==> config.mk <==
export PLATFORM = sky130hd
export DESIGN_NAME = i2c_slave_regfile
export DESIGN_NICKNAME = d
export VERILOG_FILES = /design/src/rtl/i2c_slave_regfile.sv
export SDC_FILE = /design/constraint.sdc
export NUM_CORES = 1
export LEC_CHECK = 0
export ABC_AREA = 1
export CAP_MARGIN = 20
export CORE_UTILIZATION = 35
export CTS_CLUSTER_SIZE = 8
export DETAILED_ROUTE_END_ITERATION = 12
export SETUP_SLACK_MARGIN = 0.2
export SLEW_MARGIN = 20
export SYNTH_ARGS = -nofsm -noshare
export SYNTH_HDL_FRONTEND = slang
export SYNTH_SLANG_ARGS = --single-unit
==> constraint.sdc <==
create_clock -name clk -period 2.4 [get_ports clk]
set_clock_uncertainty 0.15 [all_clocks]
set_input_delay 0.36 -clock clk [delete_from_list [all_inputs] [get_ports clk]]
set_output_delay 0.36 -clock clk [all_outputs]
set_load 0.05 [all_outputs]
==> src/rtl/i2c_slave_regfile.sv <==
// I2C target (7-bit address) fronting a byte register file with an
// auto-incrementing pointer, burst read/write and a local host port.
module i2c_slave_regfile #(
  parameter int         NUM_REGS   = 16,
  parameter int         FILTER_LEN = 3,
  parameter logic [7:0] RESET_VAL  = 8'h00,
  localparam int        PTR_W      = (NUM_REGS > 2) ? $clog2(NUM_REGS) : 1
) (
  input  logic             clk,
  input  logic             rst,
  input  logic [6:0]       dev_addr,
  input  logic             scl_i,
  input  logic             sda_i,
  output logic             sda_oe,
  input  logic             host_we,
  input  logic [PTR_W-1:0] host_addr,
  input  logic [7:0]       host_wdata,
  output logic [7:0]       host_rdata,
  output logic             wr_strobe,
  output logic [PTR_W-1:0] wr_index,
  output logic             busy
);

  typedef enum logic [3:0] {
    S_IDLE, S_ADDR, S_ADDR_ACK, S_PTR, S_PTR_ACK,
    S_WDATA, S_WDATA_ACK, S_RDATA, S_RDATA_ACK, S_WAIT_STOP
  } state_e;

  // bit 0 = SCL, bit 1 = SDA
  logic [1:0] s1_q, s2_q, filt_q, prev_q;
  logic [3:0] cnt_q [2];

  always_ff @(posedge clk) begin
    if (rst) begin
      s1_q     <= '1;
      s2_q     <= '1;
      filt_q   <= '1;
      prev_q   <= '1;
      cnt_q[0] <= '0;
      cnt_q[1] <= '0;
    end else begin
      s1_q   <= {sda_i, scl_i};
      s2_q   <= s1_q;
      prev_q <= filt_q;
      for (int i = 0; i < 2; i++) begin
        if (s2_q[i] == filt_q[i]) begin
          cnt_q[i] <= '0;
        end else if (cnt_q[i] == 4'(FILTER_LEN - 1)) begin
          filt_q[i] <= s2_q[i];
          cnt_q[i]  <= '0;
        end else begin
          cnt_q[i] <= cnt_q[i] + 4'd1;
        end
      end
    end
  end

  logic scl_f, sda_f, scl_p, sda_p;
  logic scl_rise, scl_fall, start_c, stop_c;

  assign scl_f    = filt_q[0];
  assign sda_f    = filt_q[1];
  assign scl_p    = prev_q[0];
  assign sda_p    = prev_q[1];
  assign scl_rise = scl_f & ~scl_p;
  assign scl_fall = ~scl_f & scl_p;
  assign start_c  = scl_f & scl_p & sda_p & ~sda_f;
  assign stop_c   = scl_f & scl_p & ~sda_p & sda_f;

  state_e           state_q;
  logic [3:0]       bit_q;
  logic [7:0]       sh_q;
  logic [PTR_W-1:0] ptr_q;
  logic             rw_q, mack_q;
  logic             oe_q, busy_q, strobe_q;
  logic [PTR_W-1:0] idx_q;
  logic [7:0]       regs_q [NUM_REGS];

  logic [7:0]       rx_byte, rd_byte;
  logic [PTR_W-1:0] ptr_inc;
  logic             ptr_ok, host_ok, host_hit;

  assign rx_byte  = {sh_q[6:0], sda_f};
  assign rd_byte  = regs_q[ptr_q];
  assign ptr_inc  = (ptr_q == PTR_W'(NUM_REGS - 1)) ? '0 : ptr_q + 1'b1;
  assign ptr_ok   = {1'b0, rx_byte} < 9'(NUM_REGS);
  assign host_ok  = int'(host_addr) < NUM_REGS;
  assign host_hit = host_we & host_ok & (host_addr == ptr_q);

  assign host_rdata = host_ok ? regs_q[host_addr] : '0;
  assign sda_oe     = oe_q;
  assign busy       = busy_q;
  assign wr_strobe  = strobe_q;
  assign wr_index   = idx_q;

  always_ff @(posedge clk) begin
    if (rst) begin
      state_q  <= S_IDLE;
      bit_q    <= '0;
      sh_q     <= '0;
      ptr_q    <= '0;
      rw_q     <= 1'b0;
      mack_q   <= 1'b0;
      oe_q     <= 1'b0;
      busy_q   <= 1'b0;
      strobe_q <= 1'b0;
      idx_q    <= '0;
      for (int i = 0; i < NUM_REGS; i++) regs_q[i] <= RESET_VAL;
    end else begin
      strobe_q <= 1'b0;
      if (host_we && host_ok) regs_q[host_addr] <= host_wdata;
      if (start_c) begin
        state_q <= S_ADDR;
        bit_q   <= '0;
      end else if (stop_c) begin
        state_q <= S_IDLE;
        oe_q    <= 1'b0;
        busy_q  <= 1'b0;
      end else begin
        unique case (state_q)
          S_ADDR: if (scl_rise) begin
            sh_q  <= rx_byte;
            bit_q <= bit_q + 4'd1;
            if (bit_q == 4'd7) begin
              if (rx_byte[7:1] == dev_addr) begin
                state_q <= S_ADDR_ACK;
                busy_q  <= 1'b1;
                rw_q    <= rx_byte[0];
              end else begin
                state_q <= S_WAIT_STOP;
                busy_q  <= 1'b0;
              end
            end
          end
          S_PTR: if (scl_rise) begin
            sh_q  <= rx_byte;
            bit_q <= bit_q + 4'd1;
            if (bit_q == 4'd7) begin
              if (ptr_ok) begin
                ptr_q   <= rx_byte[PTR_W-1:0];
                state_q <= S_PTR_ACK;
              end else begin
                state_q <= S_WAIT_STOP;
                busy_q  <= 1'b0;
              end
            end
          end
          S_WDATA: if (scl_rise) begin
            sh_q  <= rx_byte;
            bit_q <= bit_q + 4'd1;
            if (bit_q == 4'd7) begin
              if (!host_hit) regs_q[ptr_q] <= rx_byte;
              strobe_q <= 1'b1;
              idx_q    <= ptr_q;
              ptr_q    <= ptr_inc;
              state_q  <= S_WDATA_ACK;
            end
          end
          // first fall after bit 8 asserts ACK, second fall releases it
          S_ADDR_ACK: if (scl_fall) begin
            if (!oe_q) begin
              oe_q <= 1'b1;
            end else begin
              bit_q <= '0;
              if (rw_q) begin
                oe_q    <= ~rd_byte[7];
                sh_q    <= {rd_byte[6:0], 1'b0};
                ptr_q   <= ptr_inc;
                state_q <= S_RDATA;
              end else begin
                oe_q    <= 1'b0;
                state_q <= S_PTR;
              end
            end
          end
          S_PTR_ACK, S_WDATA_ACK: if (scl_fall) begin
            if (!oe_q) begin
              oe_q <= 1'b1;
            end else begin
              oe_q    <= 1'b0;
              bit_q   <= '0;
              state_q <= S_WDATA;
            end
          end
          S_RDATA: begin
            if (scl_rise) bit_q <= bit_q + 4'd1;
            if (scl_fall) begin
              if (bit_q == 4'd8) begin
                oe_q    <= 1'b0;
                mack_q  <= 1'b0;
                state_q <= S_RDATA_ACK;
              end else begin
                oe_q <= ~sh_q[7];
                sh_q <= {sh_q[6:0], 1'b0};
              end
            end
          end
          S_RDATA_ACK: begin
            if (scl_rise) begin
              if (!sda_f) begin
                mack_q <= 1'b1;
              end else begin
                state_q <= S_WAIT_STOP;
                busy_q  <= 1'b0;
              end
            end
            if (scl_fall && mack_q) begin
              oe_q    <= ~rd_byte[7];
              sh_q    <= {rd_byte[6:0], 1'b0};
              ptr_q   <= ptr_inc;
              bit_q   <= '0;
              state_q <= S_RDATA;
            end
          end
          S_IDLE, S_WAIT_STOP: ;
          default: state_q <= S_IDLE;
        endcase
      end
    end
  end

endmodule

==> impl_metrics.env, run 1 <==
export IMPL_yosys_area_top_type_share=0.3657
export IMPL_path_delay_family="simple AND/OR/NAND/NOR gates"
export IMPL_viasPerCell=5.552
export IMPL_yosysMostFrequentCell="nand2_1"
export IMPL_coreArea_sq_mm=0.03147
export IMPL_pre_cts_ws_ns=-0.4486
export IMPL_die_h_um=180.6
export IMPL_htreeDepth=4
export IMPL_grt_setup_unrepaired="yes"
export IMPL_finalSetupViolCount=0
export IMPL_path_max_fanout=8
export IMPL_clk_pin_slew_ns=0.09
export IMPL_ys_ff_latch=177
export IMPL_rrSetupSlack_ns=0.13
export IMPL_fillers=3033
export IMPL_finish_utilization=0.4837
export IMPL_nNetsFinal=1714
export IMPL_diodes=0
export IMPL_grt_use_met2=0.4369
export IMPL_numCtsBuffers=17
export IMPL_grt_max_degree=65
export IMPL_regToRegEndpoint="regs_q[7][0]"
export IMPL_cts_tree="built"
export IMPL_tightestPinTransition_ns=0.6615
export IMPL_endpoint_kind="register"
export IMPL_wire_per_inst_um=21.34
export IMPL_cts_sinks=177
export IMPL_cp_num_cells=12
export IMPL_status="finished clean"
export IMPL_grt_pass1_vias=10920
export IMPL_hold_buffers=0
export IMPL_ir_drop_mv=0.4116
export IMPL_whs_ns=0.2608
export IMPL_grt_busiest_layer="met2"
export IMPL_initial_core_util=0.3548
export IMPL_crit_required_ns=2.46
export IMPL_fmax_mhz=439.7
export IMPL_regArea_sq_mm=0.004920
export IMPL_insertion_delay_ns=0.46
export IMPL_crit_path_top_delay_cell="dfxtp_4"
export IMPL_cp_arrival_ns=2.34
export IMPL_multi_input_area_sq_mm=0.006543
export IMPL_detail_route_antenna_nets=0
export IMPL_power_density_mw_per_mm2=535.3
export IMPL_drive_above_1_share=0.2776
export IMPL_die_x_um=180.6
export IMPL_worstSetupEndpoint="regs_q[7][0]"
export IMPL_fin_ws_ns=0.1256
export IMPL_final_hold_viol_count=0
export IMPL_vias=11630
export IMPL_netlist_instances=1524
export IMPL_drc=0
export IMPL_io_pins=39
export IMPL_path_class="register to register"
export IMPL_numPortBuffers=38
export IMPL_placed_area_sq_mm=0.01313
export IMPL_synth_area_sq_mm=0.01117
export IMPL_use_met3=0.03335
export IMPL_synth_area_leader_cell="edfxtp_1"
export IMPL_synth_flop_cell="edfxtp_1"
export IMPL_ys_seq_area_frac=0.4392
export IMPL_track_usage=0.2658
export IMPL_timing_final_crit_share=0.9477
export IMPL_antenna_found_initial=1
export IMPL_yosys_warnings=0
export IMPL_finalWirelength_mm=44.70
export IMPL_cts_path_max_buffers=2
export IMPL_crit_start="bit_q[0]"
export IMPL_crit_path_start_kind="register"
export IMPL_max_stage_delay_ns=0.36
export IMPL_dp_hpwl_mm=30.82
export IMPL_crit_path_cell_trace="ha_4, nand3_4, nor2_4, nand2_2, nor2_4, inv_2, a31oi_4, buf_12, nand3_4, buf_6, nand3_2, nand2_1"
export IMPL_grt_pass1_wl_mm=64.79
export IMPL_ctsRootBufferMaster="clkbuf_16"
export IMPL_drtIter0Drc=1313
export IMPL_timing_rr_start="bit_q[0]"
export IMPL_die_area_sq_mm=0.03263
export IMPL_relSlewSlack=0.5585
export IMPL_syn_area_per_cell_sq_um=7.328
export IMPL_first_pass_iters=7
export IMPL_yosysUniqueCellTypes=38
export IMPL_finalSetupTns_ns=0
export IMPL_rows=65
export IMPL_place_gp_congestion=0.9955
export IMPL_hold_path_class="register to register"
export IMPL_synth_edf_count=136
export IMPL_met1_usage=0.3519
export IMPL_cap_viol_max_count=0
export IMPL_drv_slew=0
export IMPL_synth_common_cells="nand2_1, nand3_1, edfxtp_1"
export IMPL_synthToLayoutAreaGrowth_pct=36.32
export IMPL_final_area_sq_mm=0.01522
export IMPL_reg2reg_depth=12
export IMPL_p_leak_nw=6.319
export IMPL_crit_buf_inv=3
export IMPL_grt_overflow=0
export IMPL_synthArstFlopShare=0
export IMPL_min_period_ns=2.274
export IMPL_ys_top_cells_by_area="edfxtp_1, nand2_1, nand3_1"
[routing by layer]
layer,wire length [um],up-vias
met5,0,-
met4,1629,0
met3,3522,113
met2,21190,603
met1,18360,5474
li1,-,5442
[flip-flops by register name (all words and copies together) (netlist names), 4 cells and up, named ones only]
name and flops:
regs_q 128, cnt_q 8, sh_q 8, bit_q 4, ptr_q 4, state_q 4, wr_index 4
[final cells by class]
type / instances / area share
timing repair buffer: 213 / 0.1467
multi-input combinational: 1175 / 0.4297
clock buffer: 18 / 0.02959
clock inverter: 14 / 0.01003
tap: 402 / 0.03304
inverter: 96 / 0.02778
sequential: 177 / 0.3231
[placed cells by master (no fill, tap or decap), drive strengths merged]
cell type,instances
a21oi,42
a22oi,32
a31oi,1
and2,2
buf,183
clkbuf,20
clkdlybuf4s50,25
clkinv,9
conb,8
dfxtp,41
dlygate4sd2,3
edfxtp,136
ha,10
inv,101
nand2,545
nand3,325
nand3b,12
nand4,13
nor2,99
nor3,5
o2111ai,1
o211a,1
o211ai,3
o21ai,44
o221ai,4
o22ai,2
or2,13
xnor2,6
xor2,7
[worst min path at each step]
| stage | start | to | slack, ns | cells after the start |
|---|---|---|---|---|
| floorplan | s1_q[0] | s2_q[0] | 0.24 | 1 |
| global placement | s1_q[1] | s2_q[1] | 0.24 | 1 |
| detailed placement | s1_q[1] | s2_q[1] | 0.25 | 1 |
| CTS | s1_q[0] | s2_q[0] | 0.27 | 1 |
| global route | s1_q[0] | s2_q[0] | 0.29 | 1 |
| finish | s1_q[0] | s2_q[0] | 0.26 | 1 |
[per-stage QoR]
stage / power, W / std cells
detailed placement: 0.005144 / 2027
floorplan: 0.004416 / 1531
CTS: 0.008049 / 2074
finish: 0.008150 / 2095
global route: 0.008395 / 2095
global placement: 0.005138 / 2027
[power breakdown]
group / switching, W / internal [W]
clock: 0.00143 / 0.00146
combinational: 0.00103 / 0.000566
sequential: 0.000176 / 0.00348
[cell families after synthesis]
family                     count (synthesis)  synth area share
and+or+nand+nor                         1013            0.4042
other                                      1         0.0003358
DFF                                      177            0.4392
adders and majority gates                 10           0.01120
buffers and inverters                    180           0.06498
AOI/OAI and AO/OA                        130           0.06991
xor gates and xnor gates                  13           0.01020
[repair_timing]
item,CTS,global route
pin swaps,26,112
cloned,0,5
endpoints found under the setup margin,262,274
buffers inserted,15,16
hold endpoints to repair,0,0
resized for setup,57,227
Note: power is estimated with default switching activity, not from simulation.
==> run 2: changes to the inputs <==
- CORE_ASPECT_RATIO: not set -> 1.4
==> run 2 against run 1 <==
  * Wire length increased by 3.9%
  * Register-to-register slack about the same
  * Non-clock buffer count decreased by 3
  * Fmax decreased by 2.0%
  * Cell count decreased by 0.53%
  * Sequential cell count unchanged
  * Die area about the same
  * Sequential power about the same
  * Sequential share of layout area increased by 0.68 points
  * First-iteration DRC count decreased by 19%
  * Via count increased by 1.6%
  * Hold slack improved by 0.0021 ns
==> impl_metrics.env, run 2 (synthesis results as in run 1) <==
export IMPL_status="finished clean"
export IMPL_largest_register="regs_q"
export IMPL_p_leak_nw=6.216
export IMPL_p_comb_frac=0.198
export IMPL_fmax_mhz=431.0
export IMPL_regArea_sq_mm=0.004918
export IMPL_antenna_found_initial=0
export IMPL_switching_share=0.3096
export IMPL_first_pass_iters=5
export IMPL_endpoint_kind="output port"
export IMPL_final_hold_viol_count=0
export IMPL_grt_setup_unrepaired="yes"
export IMPL_die_h_um=213.4
export IMPL_vias=11820
export IMPL_cts_tree="built"
export IMPL_grt_pass1_vias=11040
export IMPL_synthToLayoutAreaGrowth_pct=33.46
export IMPL_crit_path_start_kind="register"
export IMPL_dp_hpwl_mm=33.07
export IMPL_track_usage=0.2830
export IMPL_detail_route_antenna_nets=0
export IMPL_crit_required_ns=1.89
export IMPL_coreArea_sq_mm=0.03150
export IMPL_drc=0
export IMPL_route_met2_wl_mm=23.12
export IMPL_tightestPinTransition_ns=0.7421
export IMPL_initial_core_util=0.3545
export IMPL_path_class="register to output port"
export IMPL_p_seq_frac=0.460
export IMPL_placed_area_sq_mm=0.01309
export IMPL_routed_wl_met3_mm=3.043
export IMPL_grt_max_degree=38
export IMPL_viasPerCell=5.671
export IMPL_ctsRootBufferMaster="clkbuf_16"
export IMPL_io_pins=39
export IMPL_cp_arrival_ns=1.81
export IMPL_reg_top3="regs_q (128), cnt_q (8), sh_q (8)"
export IMPL_cts_path_max_buffers=2
export IMPL_timing_final_crit_share=0.9667
export IMPL_die_x_um=153.0
export IMPL_cts_sinks=177
export IMPL_htreeDepth=4
export IMPL_cap_viol_max_count=0
export IMPL_drive_above_1_share=0.2540
export IMPL_clk_pin_slew_ns=0.07
export IMPL_final_cell_mix="nand2_1, nand3_1, edfxtp_1"
export IMPL_hold_buffers=0
export IMPL_place_gp_congestion=0.9778
export IMPL_rows=77
export IMPL_finalSetupViolCount=0
export IMPL_numCtsBuffers=17
export IMPL_highest_layer="met4"
export IMPL_die_area_sq_mm=0.03264
export IMPL_final_area_sq_mm=0.01491
export IMPL_nNetsFinal=1710
export IMPL_drtIter0Drc=1069
export IMPL_multi_input_area_sq_mm=0.006389
export IMPL_hold_path_class="register to register"
export IMPL_insertion_delay_ns=0.46
export IMPL_p_clk_frac=0.342
export IMPL_diodes=0
export IMPL_grt_overflow=0
export IMPL_ir_drop_mv=0.5623
export IMPL_largest_reg_flops=128
export IMPL_final_common_cell="nand2_1"
export IMPL_rrSetupSlack_ns=0.13
export IMPL_fillers=2988
export IMPL_min_period_ns=2.320
export IMPL_wire_per_inst_um=22.29
export IMPL_switchingPower_w=0.002469
export IMPL_relSlewSlack=0.5053
export IMPL_finish_utilization=0.4731
export IMPL_p_int_w=0.005504
export IMPL_power_density_mw_per_mm2=534.9
export IMPL_finalWirelength_mm=46.44
export IMPL_numPortBuffers=38
export IMPL_drv_slew=0
export IMPL_grt_pass1_wl_mm=67.18
export IMPL_m1WireLength_mm=16.58
export IMPL_path_max_fanout=2
==> run 2: area by class of cell <==
type | count | share of cell area
flip-flops and latches | 177 | 0.3300
multi-input cells | 1174 | 0.4286
clock buffers | 21 | 0.03307
repair buffers | 210 | 0.1414
inverters | 96 | 0.02879
clock inverters | 11 | 0.005037
well taps | 395 | 0.03316
==> run 2: path summary, 6_finish.rpt <==
kind | from | endpoint | cells after the start
worst max-delay path | regs_q[13][7] | host_rdata[7] | 5
worst max register to register | bit_q[1] | regs_q[0][5] | 11
worst min register to register | s1_q[1] | s2_q[1] | 1
worst min-delay path | s1_q[1] | s2_q[1] | 1
==> run 2: power groups by stage <==
stage	Sequential, W	Combinational [W]	Clock [W]
floorplan	0.00363	0.000785	0
global placement	0.00374	0.00145	0
detailed placement	0.00373	0.00146	0
CTS	0.00367	0.00149	0.00276
global route	0.00368	0.00167	0.00287
finish	0.00367	0.00158	0.00273
==> run 2: stage by stage <==
step,power (W),instances,setup TNS (ns),worst slack [ns],hold WS (ns)
finish,0.007972,2084,0,0.07999,0.2629
global placement,0.005184,2019,-38.92,-0.2833,0.2419
detailed placement,0.005191,2019,-39.75,-0.3096,0.2476
global route,0.008215,2084,0,0.02455,0.2852
floorplan,0.004416,1531,0,0.09040,0.2395
CTS,0.007915,2070,0,0.08986,0.2651
==> run 2: timing repair <==
item / 4_1_cts / 5_1_grt
pin swaps: 22 / 95
endpoints found under the setup margin: 250 / 258
buffers inserted: 18 / 10
gates cloned: 1 / 4
resized for setup: 39 / 210
==> run 2: critical path, stage by stage (launching register included) <==
cell and delay (ns):
edfxtp_1 0.51, a22oi_1 0.19, o221ai_1 0.14, nand2_1 0.09, nand4_1 0.20, buf_12 0.23
==> run 2: metal layers <==
| metal | vias up | GRT usage |
|---|---|---|
| met5 | - | 0 |
| met4 | 0 | 0.1971 |
| met3 | 194 | 0.04365 |
| met2 | 633 | 0.4994 |
| met1 | 5565 | 0.3156 |
| li1 | 5427 | - |
==> run 3: changes to the inputs <==
- SKIP_CTS_REPAIR_TIMING: not set -> 1
==> run 3 against run 2 <==
  * Combinational power hardly changed
  * Design area decreased by 1.7%
  * Critical path type unchanged
  * Largest cell class unchanged
  * Hold slack about the same
==> impl_metrics.env, run 3 (synthesis results as in run 1) <==
export IMPL_status="finished clean"
export IMPL_rows=77
export IMPL_numCtsBuffers=17
export IMPL_reg2reg_depth=12
export IMPL_whs_ns=0.2629
export IMPL_crit_buf_inv=1
export IMPL_cp_arrival_ns=1.83
export IMPL_p_leak_nw=6.155
export IMPL_drv_slew=0
export IMPL_crit_path_top_delay_cell="edfxtp_1"
export IMPL_place_gp_congestion=0.9778
export IMPL_synthToLayoutAreaGrowth_pct=31.16
export IMPL_die_x_um=153.0
export IMPL_regArea_sq_mm=0.004921
export IMPL_path_max_fanout=2
export IMPL_antenna_found_initial=0
export IMPL_min_period_ns=2.339
export IMPL_worstSetupEndpoint="host_rdata[7]"
export IMPL_cts_sinks=177
export IMPL_crit_path_start_kind="register"
export IMPL_endpoint_kind="output port"
export IMPL_regToRegEndpoint="regs_q[0][7]"
export IMPL_power_w=0.007957
export IMPL_ir_drop_mv=0.5633
export IMPL_dp_hpwl_mm=33.07
export IMPL_finalSetupViolCount=0
export IMPL_crit_start="regs_q[13][7]"
export IMPL_track_usage=0.2803
export IMPL_multi_input_area_sq_mm=0.006274
export IMPL_rrSetupSlack_ns=0.08
export IMPL_first_pass_iters=5
export IMPL_final_common_cell="nand2_1"
export IMPL_power_density_mw_per_mm2=543.2
export IMPL_insertion_delay_ns=0.46
export IMPL_drive_above_1_share=0.2327
export IMPL_largest_register="regs_q"
export IMPL_largest_reg_flops=128
export IMPL_cp_num_cells=5
export IMPL_vias=11660
export IMPL_hold_path_class="register to register"
export IMPL_cts_path_max_buffers=2
export IMPL_grt_setup_unrepaired="yes"
export IMPL_path_delay_family="flip-flops"
export IMPL_ctsRootBufferMaster="clkbuf_16"
export IMPL_drc=0
export IMPL_grt_overflow=0
export IMPL_final_hold_viol_count=0
export IMPL_fillers=3002
export IMPL_viasPerCell=5.630
export IMPL_io_pins=39
export IMPL_min_from="s1_q[1]"
export IMPL_detail_route_antenna_nets=0
export IMPL_max_stage_delay_ns=0.50
export IMPL_diodes=0
export IMPL_die_area_sq_mm=0.03264
export IMPL_grt_pass1_wl_mm=66.48
export IMPL_initial_core_util=0.3545
export IMPL_nNetsFinal=1697
export IMPL_clk_pin_slew_ns=0.07
export IMPL_drtIter0Drc=922
export IMPL_die_h_um=213.4
export IMPL_relSlewSlack=0.5097
export IMPL_tightestPinTransition_ns=0.7354
export IMPL_cap_viol_max_count=0
export IMPL_finalWirelength_mm=45.83
export IMPL_fin_ws_ns=0.06146
export IMPL_fmax_mhz=427.6
export IMPL_crit_required_ns=1.89
export IMPL_htreeDepth=4
export IMPL_pre_cts_ws_ns=-0.3096
export IMPL_final_cell_mix="nand2_1, nand3_1, edfxtp_1"
export IMPL_coreArea_sq_mm=0.03150
export IMPL_cts_tree="built"
export IMPL_wire_per_inst_um=22.13
export IMPL_crit_path_cell_trace="a22oi_1, o221ai_1, nand2_1, nand4_1, buf_12"
export IMPL_path_class="register to output port"
export IMPL_grt_max_degree=38
export IMPL_reg_top3="regs_q (128), cnt_q (8), sh_q (8)"
export IMPL_timing_rr_start="bit_q[0]"
export IMPL_timing_final_crit_share=0.9744
export IMPL_numPortBuffers=38
export IMPL_grt_pass1_vias=10870
## run 3: changes by cell type in the layout (fill, tap and decap cells not counted), sizes merged
cell,previous run,this run
dlymetal6s2s,1,4
clkinv,7,10
inv,100,97
buf,182,166
nand3,324,325
dlygate4sd2,2,0
clkbuf,21,22
## run 3: worst min path at each step
| stage | endpoint | depth (start not counted) | slack [ns] |
|---|---|---|---|
| after floorplan | s2_q[0] | 1 | 0.24 |
| after global placement | s2_q[1] | 1 | 0.24 |
| after detailed placement | s2_q[0] | 1 | 0.25 |
| after CTS | s2_q[1] | 1 | 0.27 |
| after global routing | s2_q[1] | 1 | 0.29 |
| final | s2_q[1] | 1 | 0.26 |
## run 3: power by group
group	internal (W)	total, W	switching, W
clock	0.00148	0.00273	0.00125
sequential	0.00349	0.00367	0.000185
combinational	0.000526	0.00155	0.00103
## run 3: layout make-up
type,instances,area share
Timing Repair Buffer,196,0.1347
Clock inverter,11,0.005125
Multi-Input combinational cell,1175,0.4283
Inverter,96,0.02853
Tap cell,395,0.03374
Clock buffer,21,0.03366
Sequential cell,177,0.3360
## run 3: worst register-to-register path: cells and delay by family (launching register included)
kind / cells / cell delay, ns
flops: 1 / 0.37
simple gates: 7 / 0.72
buf+inv: 3 / 0.48
compound gates: 1 / 0.21
fa+ha+maj: 1 / 0.15
## run 3: stage by stage
stage	util	area (sq um)	instances	TNS [ns]
floorplan	-	11240	1531	0
global placement	0.4155	13090	2019	-38.92
detailed placement	0.4155	13090	2019	-39.75
CTS	0.4335	13660	2051	-2.036
global route	0.4650	14650	2071	0
finish	0.4650	14650	2071	0
## run 3: per-layer routing
| layer | routed length, um | up-vias | track usage |
|---|---|---|---|
| met5 | 0 | - | 0 |
| met3 | 2582 | 198 | 0.04123 |
| met4 | 3747 | 0 | 0.1843 |
| met2 | 22710 | 581 | 0.4979 |
| met1 | 16790 | 5478 | 0.3152 |
| li1 | - | 5403 | - |
